===== src/rtl/pong_match_ctrl.sv =====
// Pong match sequencer: ball budget, serve/game-over delays, win detection and score-counter control.
// Optional macro PONG_MATCH_DEUCE_EN: a match at WIN_SCORE continues until one side leads by 2.
module pong_match_ctrl #(
  parameter int WIN_SCORE    = 11,
  parameter int BALLS        = 7,
  parameter int SERVE_FRAMES = 120,
  parameter int OVER_FRAMES  = 180
) (
  input  logic       i_clk,
  input  logic       i_reset_n,
  input  logic       i_frame_tick,
  input  logic [3:0] i_btn,
  input  logic       i_pts_1,
  input  logic       i_pts_2,
  output logic       o_gra_still,
  output logic       o_d1_inc,
  output logic       o_d1_clr,
  output logic       o_d2_inc,
  output logic       o_d2_clr,
  output logic [6:0] o_ball,
  output logic [1:0] o_state,
  output logic       o_serve_side,
  output logic [1:0] o_winner
);

  // states: NEWGAME idle/cleared, PLAY ball live, NEWBALL serve hold, OVER result shown
  typedef enum logic [1:0] {
    ST_NEWGAME = 2'b00,
    ST_PLAY    = 2'b01,
    ST_NEWBALL = 2'b10,
    ST_OVER    = 2'b11
  } state_t;

  localparam logic [6:0] BALLS_V = 7'(BALLS);
  localparam logic [6:0] WIN_V   = 7'(WIN_SCORE);
  localparam logic [7:0] SERVE_V = 8'(SERVE_FRAMES);
  localparam logic [7:0] OVER_V  = 8'(OVER_FRAMES);
`ifdef PONG_MATCH_DEUCE_EN
  localparam logic [6:0] SCORE_MAX = 7'd99;
`else
  localparam logic [6:0] SCORE_MAX = 7'(WIN_SCORE);
`endif

  state_t     r_state;
  logic       r_gra_still, r_d1_inc, r_d1_clr, r_d2_inc, r_d2_clr;
  logic       r_serve_side, r_btn_any;
  logic [6:0] r_ball, r_s1, r_s2;
  logic [7:0] r_timer;
  logic [1:0] r_winner;

  logic       w_press, w_p1, w_p2, w_win, w_end;
  logic [6:0] w_s1_nxt, w_s2_nxt, w_ball_nxt;
  logic [1:0] w_winner_nxt;

  assign w_press = (|i_btn) & ~r_btn_any;
  assign w_p1    = i_pts_1;
  assign w_p2    = i_pts_2 & ~i_pts_1;

  always_comb begin
    w_s1_nxt   = r_s1;
    w_s2_nxt   = r_s2;
    w_ball_nxt = r_ball;
    if (w_p1 && (r_s1 != SCORE_MAX)) w_s1_nxt = r_s1 + 7'd1;
    if (w_p2 && (r_s2 != SCORE_MAX)) w_s2_nxt = r_s2 + 7'd1;
    if ((w_p1 || w_p2) && (r_ball != 7'd0)) w_ball_nxt = r_ball - 7'd1;
`ifdef PONG_MATCH_DEUCE_EN
    w_win = ((w_s1_nxt >= WIN_V) && ({1'b0, w_s1_nxt} >= ({1'b0, w_s2_nxt} + 8'd2))) ||
            ((w_s2_nxt >= WIN_V) && ({1'b0, w_s2_nxt} >= ({1'b0, w_s1_nxt} + 8'd2)));
`else
    w_win = (w_s1_nxt == WIN_V) || (w_s2_nxt == WIN_V);
`endif
    w_end = w_win || (w_ball_nxt == 7'd0);
    if (w_s1_nxt > w_s2_nxt)      w_winner_nxt = 2'b01;
    else if (w_s2_nxt > w_s1_nxt) w_winner_nxt = 2'b10;
    else                          w_winner_nxt = 2'b11;
  end

  always_ff @(posedge i_clk) begin
    if (!i_reset_n) begin
      r_state      <= ST_NEWGAME;
      r_gra_still  <= 1'b1;
      r_d1_inc     <= 1'b0;
      r_d2_inc     <= 1'b0;
      r_d1_clr     <= 1'b1;
      r_d2_clr     <= 1'b1;
      r_ball       <= BALLS_V;
      r_serve_side <= 1'b0;
      r_winner     <= 2'b00;
      r_timer      <= 8'd0;
      r_s1         <= 7'd0;
      r_s2         <= 7'd0;
      r_btn_any    <= 1'b0;
    end else begin
      r_btn_any <= |i_btn;
      r_d1_inc  <= 1'b0;
      r_d2_inc  <= 1'b0;
      case (r_state)
        ST_NEWGAME: begin
          r_gra_still <= 1'b1;
          r_d1_clr    <= 1'b1;
          r_d2_clr    <= 1'b1;
          r_ball      <= BALLS_V;
          r_s1        <= 7'd0;
          r_s2        <= 7'd0;
          r_winner    <= 2'b00;
          if (w_press) begin
            r_state     <= ST_PLAY;
            r_gra_still <= 1'b0;
            r_d1_clr    <= 1'b0;
            r_d2_clr    <= 1'b0;
          end
        end
        ST_PLAY: begin
          r_gra_still <= 1'b0;
          if (w_p1 || w_p2) begin
            r_d1_inc     <= w_p1;
            r_d2_inc     <= w_p2;
            r_s1         <= w_s1_nxt;
            r_s2         <= w_s2_nxt;
            r_ball       <= w_ball_nxt;
            r_serve_side <= w_p1;
            r_gra_still  <= 1'b1;
            if (w_end) begin
              r_state  <= ST_OVER;
              r_timer  <= OVER_V;
              r_winner <= w_winner_nxt;
            end else begin
              r_state <= ST_NEWBALL;
              r_timer <= SERVE_V;
            end
          end
        end
        ST_NEWBALL: begin
          r_gra_still <= 1'b1;
          if (r_timer != 8'd0) begin
            if (i_frame_tick) r_timer <= r_timer - 8'd1;
          end else if (w_press) begin
            r_state     <= ST_PLAY;
            r_gra_still <= 1'b0;
          end
        end
        ST_OVER: begin
          r_gra_still <= 1'b1;
          if (r_timer == 8'd0) begin
            // enter NEWGAME with its outputs already valid
            r_state  <= ST_NEWGAME;
            r_d1_clr <= 1'b1;
            r_d2_clr <= 1'b1;
            r_ball   <= BALLS_V;
            r_s1     <= 7'd0;
            r_s2     <= 7'd0;
            r_winner <= 2'b00;
          end else if (i_frame_tick) begin
            r_timer <= r_timer - 8'd1;
          end
        end
        default: r_state <= ST_NEWGAME;
      endcase
    end
  end

  assign o_gra_still  = r_gra_still;
  assign o_d1_inc     = r_d1_inc;
  assign o_d1_clr     = r_d1_clr;
  assign o_d2_inc     = r_d2_inc;
  assign o_d2_clr     = r_d2_clr;
  assign o_ball       = r_ball;
  assign o_state      = r_state;
  assign o_serve_side = r_serve_side;
  assign o_winner     = r_winner;

endmodule

===== config.mk =====
export PLATFORM = sky130hd
export DESIGN_NAME = pong_match_ctrl
export DESIGN_NICKNAME = d
export VERILOG_FILES = /design/src/rtl/pong_match_ctrl.sv
export SDC_FILE = /design/constraint.sdc
export NUM_CORES = 1
export LEC_CHECK = 0
export BUFFER_PORTS_ARGS = -buffer_cell sky130_fd_sc_hd__buf_4
export CAP_MARGIN = 20
export CORE_ASPECT_RATIO = 1.25
export CORE_UTILIZATION = 55
export CTS_CLUSTER_DIAMETER = 60
export DETAILED_ROUTE_END_ITERATION = 8
export PLACE_DENSITY = 0.75
export SETUP_SLACK_MARGIN = 0.5
export SKIP_LAST_GASP = 1
export SLEW_MARGIN = 10
export SYNTH_ARGS = -nofsm -noshare
export SYNTH_HDL_FRONTEND = slang
export SYNTH_SLANG_ARGS = --single-unit

===== constraint.sdc =====
create_clock -name i_clk -period 3.3 [get_ports i_clk]
set_clock_uncertainty 0.2 [all_clocks]
set_input_delay 0.66 -clock i_clk [delete_from_list [all_inputs] [get_ports i_clk]]
set_output_delay 0.66 -clock i_clk [all_outputs]
set_load 0.005 [all_outputs]

* Yosys cells after proc, flatten, opt, wreduce, memory -nomap -nowiden *
Index checks and enable logic that the tools add are counted.

cells by class
  add/sub/neg operators = 4
  order comparisons = 2
  eq/ne operators = 13
  muxes and demuxes = 34
  bitwise gates (word level) = 4
  reductions and logical operators = 22

operators with widths
  cell                                                                number
  7-bit one-hot mux with 3 select lines                               3
  7-bit 2-to-1 mux                                                    8
  8-bit 2-to-1 mux                                                    5
  8-bit one-hot mux with 3 select lines                               1
  7-bit by 1-bit adder with 7-bit output, second input constant       2
  7-bit by 4-bit == test with 1-bit output, second input constant     2
  7-bit > comparator                                                  2
  2-bit 2-to-1 mux                                                    7
  7-bit by 4-bit != test with 1-bit output, second input constant     2
  2-bit != test, second input constant                                6
  3-bit AND reduction                                                 3
  8-bit zero test                                                     1
  2-bit one-hot mux with 4 select lines                               1
  4-bit AND reduction                                                 2
  8-bit nonzero test                                                  1
  8-bit by 1-bit subtractor with 8-bit output, second input constant  1
  7-bit zero test                                                     1
  7-bit nonzero test                                                  1
  7-bit by 1-bit subtractor with 7-bit output, second input constant  1
  1-bit 2-to-1 mux                                                    6
  2-bit one-hot mux with 3 select lines                               1
  3-bit nonzero test                                                  2
  2-bit == test, second input constant                                2
  1-bit one-hot mux with 4 select lines                               1
  other kinds (10)                                                    17

storage, ports and cells
  register bits = 39
  input port bits = 9
  output and inout bits = 17
  word-level logic and storage cells = 91

* Longest topological paths before layout *
  word-level depth = 10
  gate-level depth with buffers = 11
  gate-level depth less buffers = 11

* Worst setup path after synthesis *
Ideal clock, no wire load.

  path type = in2reg
  from = input i_pts_1
  to = register r_winner[0], in the netlist o_winner[0]
  setup time = 118 ps
  arrival = 2,680 ps
  data required time = 2,982 ps
  path slack = 302 ps
  cell stages on the path = 10
  buffers on the path = 1
  path through = buf_2 > nand3b_1 > o31a_1 > or2_2 > ha_1 > nand2_1 > nor4b_1 > a31oi_1 > a21oi_1 > o2bb2ai_1

on the way
  longest elaborated chain between the ends = 10
  elaborated cells on any way between the ends = 24
  classes of those cells = 2 x order compare; 4 x eq/ne; 8 x mux; 2 x bitwise; 8 x reduce/logical

RTL lines
  item                                   line  RTL
  from (decl)                            13    input logic i_pts_1,
  1-bit NOT                              57    assign w_p2 = i_pts_2 & ~i_pts_1;
  1-bit AND                              57
  1-bit logical AND                      64    if (w_p2 && (r_s2 != SCORE_MAX)) w_s2_nxt = r_s2 + 7'd1;
  7-bit 2-to-1 mux                       64
  7-bit > comparator                     74    else if (w_s2_nxt > w_s1_nxt) w_winner_nxt = 2'b10;
  1-bit 2-to-1 mux                       74
  2-bit 2-to-1 mux                       73    if (w_s1_nxt > w_s2_nxt) w_winner_nxt = 2'b01;
  2-bit 2-to-1 mux                       123   if (w_end) begin
  2-bit 2-to-1 mux                       115   if (w_p1 || w_p2) begin
  2-bit one-hot mux with 3 select lines  97    case (r_state)
  to (signal assigned)                   126   r_winner <= w_winner_nxt;
  to (decl)                              49    logic [1:0] r_winner;

Parallel ways exist; a longest one is shown, timed or not. The select of a mux whose other input is x is not followed.
A chain may end at the register's enable or synchronous reset.

* Final worst setup path *
  from = register r_s1[5]
  to = register r_winner[1], in the netlist o_winner[1]

on the way
  longest elaborated chain between the ends = 8
  elaborated cells on any way between the ends = 14
  classes of those cells = 1 x add/sub; 1 x order compare; 3 x eq/ne; 5 x mux; 4 x reduce/logical

RTL lines
  item                                                                                            line     RTL
  from (decl)                                                                                     47       logic [6:0] r_ball, r_s1, r_s2;
  from (signal assigned)                                                                          118      r_s1 <= w_s1_nxt;
  parallel branches: the longest is 2 deep, another holds 7-bit by 1-bit adder with 7-bit output  --
  7-bit 2-to-1 mux (*)                                                                            63       if (w_p1 && (r_s1 != SCORE_MAX)) w_s1_nxt = r_s1 + 7'd1;
  7-bit > comparator or 7-bit by 4-bit == test with 1-bit output (tied branches)                  73, 70
  2-bit 2-to-1 mux or 1-bit logical OR (tied branches)                                            73, 70
  2-bit 2-to-1 mux or 1-bit logical OR (tied branches)                                            123, 72
  2-bit 2-to-1 mux or 2-bit != test (tied branches)                                               --
  2-bit one-hot mux with 3 select lines or 4-bit AND reduction (tied branches)                    --

Mark *: on every way between the ends. The select of a mux whose other input is x is not followed.

==> metrics.csv <==
stage;metric;value;unit
outcome;status;finished, final reports clean;
route;Residual DRC;0;
setup_path;r2r setup slk;0.53;ns
die;Top-Level Pins;26;
power;Net Sw Frac;38.9;%
route;DR top layer;met4;
finish;Ant. Diodes;0;
route;WL met3;257;µm
logic_synthesis;Synth area leaders;dfxtp_1 (29%), ha_1 (6.9%), nand2_1 (5.3%), a21boi_0 (3.6%), o21ai_0 (3.1%);
place;post-DP HPWL;4.81;mm
clock_tree;H-tree depth;2;
setup_path;worst r2r dst;o_winner[1];
clock_tree;clk sink count;39;
setup_path;worst path required time;3.29;ns
die;Chip Width;64.8;µm
setup_path;Buf/Inv on CP;0;
setup_path;R2R Path Start;r_s1[5];
die;Core Area;4730;µm²
setup_path;Reg2Reg Depth;7;
route;DR WL met2;3.50;mm
setup_path;CP max stage delay;0.57;ns
setup_path;crit-path max FO;8;
logic_synthesis;YS warnings;0;
logic_synthesis;mapped cell area;2710;µm²
finish;Layout area overhead;20.9;%
sta;Highest Clock Rate;361;MHz
finish;design area;3280;µm²
clock_tree;CTS tree;yes;
finish;fin util;69.3;%
route;Wirelength per Cell;16.0;µm
power;part of the power in registers;32.3;%
clock_tree;TritonCTS Buffers;5;
sta;Slew @ Worst Pin;0.554;ns
global_route;global-route wire length before repair;11.1;mm
global_route;GRT overflow;0;
power;pwr dens;571;nW/µm²
power;Max VDD drop;430;µV
setup_path;CP startpoint kind;flip-flop;
logic_synthesis;Synth Net Count;370;
logic_synthesis;post-synth cell types;65;
clock_tree;worst skew pair latency;0.29;ns
finish;Nets;396;
logic_synthesis;Post-synth EDFFs;0;
logic_synthesis;Primary FF master, synth;dfxtp_1;
setup_path;arrival time worst endpoint;2.76;ns
route;routed length on met1;3.02;mm
setup_path;CP endpoint;o_winner[1];
sta;fin crit share;83.9;%
global_route;largest net degree at the start of global routing;41;
place;placed inst area;2980;µm²
flow_run;Max Cap Viol;0;
logic_synthesis;share of Yosys cell area claimed by the top area cell type;28.8;%
clock_tree;Clk pin slew, worst setup/hold paths;0.08;ns
clock_tree;Clock Tree Buf Depth;2;
logic_synthesis;Synth area leader;dfxtp_1;
place;port bufs;25;
die;Initial Utilization;57.3;%
route;initial DRC count;224;
setup_path;CP Depth;7;
sta;Final Hold Fails;0;
die;# rows;28;
clock_tree;root buf cell;clkbuf_8;
finish;commonest non-fill, non-tap cell in the layout;nand2_1;
power;NetSw;727;µW
power;clock power share;25.7;%
logic_synthesis;average size of a mapped cell;7.83;µm²
route;drt pass-1 iters;5;
sta;Pins Over Slew Limit;0;
setup_path;element type at the critical path end;flip-flop;
setup_path;kind of critical path;flip-flop to flip-flop;
min_path;Hold WC Path Type;flip-flop to flip-flop;
global_route;all-layer global routing usage;27.5;%
logic_synthesis;cells after synthesis;346;
setup_path;Critical Path Source;r_s1[5];
die;die footprint;5210;µm²
power;leakage;1.21;nW
sta;hold_ws;0.291;ns
place;GPL Wtd Cong;0.919;
global_route;vias in the first global route;2473;
power;P_int;1.14;mW
route;routed wire length;6.94;mm
setup_path;delay-heaviest family, CP;simple AND/OR/NAND/NOR gates;
global_route;number of antenna violations at the first check in global routing;0;
die;height of the die;80.5;µm
sta;total negative setup slack;0;ns
setup_path;critical path cell sequence;or4b_4 -> o21ai_4 -> mux2_2 -> or4_4 -> o211ai_4 -> a21oi_2 -> a32o_1;
logic_synthesis;Post-synth ARST share;0;%
sta;Final setup viols;0;
route;via/cell ratio;6.17;
finish;share of cells above drive strength 1;21.7;%
sta;worst rel slew slack;63.0;%
setup_path;Crit-path slowest cell;or4b_4;
route;via count;2670;
sta;RSZ-0062 raised after global routing;true;
power;Comb pwr share;42.1;%
finish;most frequent cells in the layout;nand2_1 (38), buf_4 (37), dfxtp_1 (32), nor2_1 (22);
logic_synthesis;sequential share of the synthesized area;28.8;%
clock_tree;CTS Hold Bufs;0;
route;DRT antenna net count;0;
logic_synthesis;Yosys reg bits;39;
sta;clock period minus final worst setup slack;2.77;ns
==> area by class of cell <==
| type | count | area [µm²] |
|---|---|---|
| multi-input combinational | 272 | 1930 |
| fill | 425 | 1450 |
| sequential | 39 | 792 |
| timing repair buffer | 38 | 289 |
| tap | 60 | 75.1 |
| clock buffer | 6 | 72.6 |
| clock inverter | 2 | 60.1 |
| inverter | 16 | 60.1 |
==> through the flow <==
stage | total power [mW] | cells | worst slack [ns]
after floorplan | 1.13 | 346 | 0.483
after global placement | 1.34 | 420 | 0.365
after detailed placement | 1.35 | 420 | 0.309
after CTS | 1.84 | 429 | 0.502
after global routing | 2.00 | 433 | 0.435
final | 1.87 | 433 | 0.530
==> sequential cells by signal, summed over array words and instances (netlist names) <==
signal and count:
r_btn_any 1, o_winner 2, o_state 2, r_s2 7, o_gra_still 1, o_d2_inc 1
r_s1 7, o_ball 7, o_d2_clr 1, o_d1_inc 1, r_timer 8, o_serve_side 1
==> kinds of logic (layout without fill, tap and decap cells) <==
| family | count (synthesis) | after routing | synth area share (%) |
|---|---|---|---|
| compound gates | 95 | 95 | 24.1 |
| xor+xnor | 9 | 9 | 3.42 |
| fa+ha+maj | 15 | 15 | 6.93 |
| buf+inv | 35 | 62 | 5.03 |
| flops | 39 | 39 | 28.8 |
| mux | 7 | 7 | 2.77 |
| simple gates | 146 | 146 | 29.0 |
==> power by group through the flow <==
stage | clock network (mW) | registers [mW] | logic [mW]
final | 0.480 | 0.603 | 0.786
after global routing | 0.507 | 0.613 | 0.879
after CTS | 0.482 | 0.595 | 0.762
after detailed placement | 0 | 0.606 | 0.747
after global placement | 0 | 0.604 | 0.737
after floorplan | 0 | 0.589 | 0.536
==> per-layer routing <==
layer | vias to the layer above | track usage [%]
li1 | 1315 | -
met1 | 1277 | 33.7
met2 | 61 | 45.4
met3 | 17 | 4.55
met4 | 0 | 14.7
met5 | - | 0
==> worst min-delay path by stage <==
stage | slack, ns | start | endpoint | cells after the start
floorplan | 0.26 | o_winner[0] | o_winner[0] | 1
global placement | 0.28 | o_winner[0] | o_winner[0] | 1
detailed placement | 0.27 | o_winner[0] | o_winner[0] | 1
CTS | 0.29 | o_winner[0] | o_winner[0] | 1
global route | 0.31 | o_winner[0] | o_winner[0] | 1
finish | 0.29 | o_winner[0] | o_winner[0] | 1
==> cells in the mapped netlist (all sizes together), types with 8 or more instances <==
cell / instances
nand2: 38
clkbuf: 15
inv: 16
nor2b: 9
nor3: 12
dfxtp: 39
nand3: 15
a21oi: 15
nor4: 8
o21ai: 20
ha: 15
a21boi: 13
nor2: 22
==> what timing repair did <==
item,in CTS,in global routing
gates resized for setup,5,21
cloned,0,0
endpoints found under the setup margin,1,8
pin swaps,1,8
setup buffers,1,4
No activity file was read; power rests on OpenSTA's default activity.
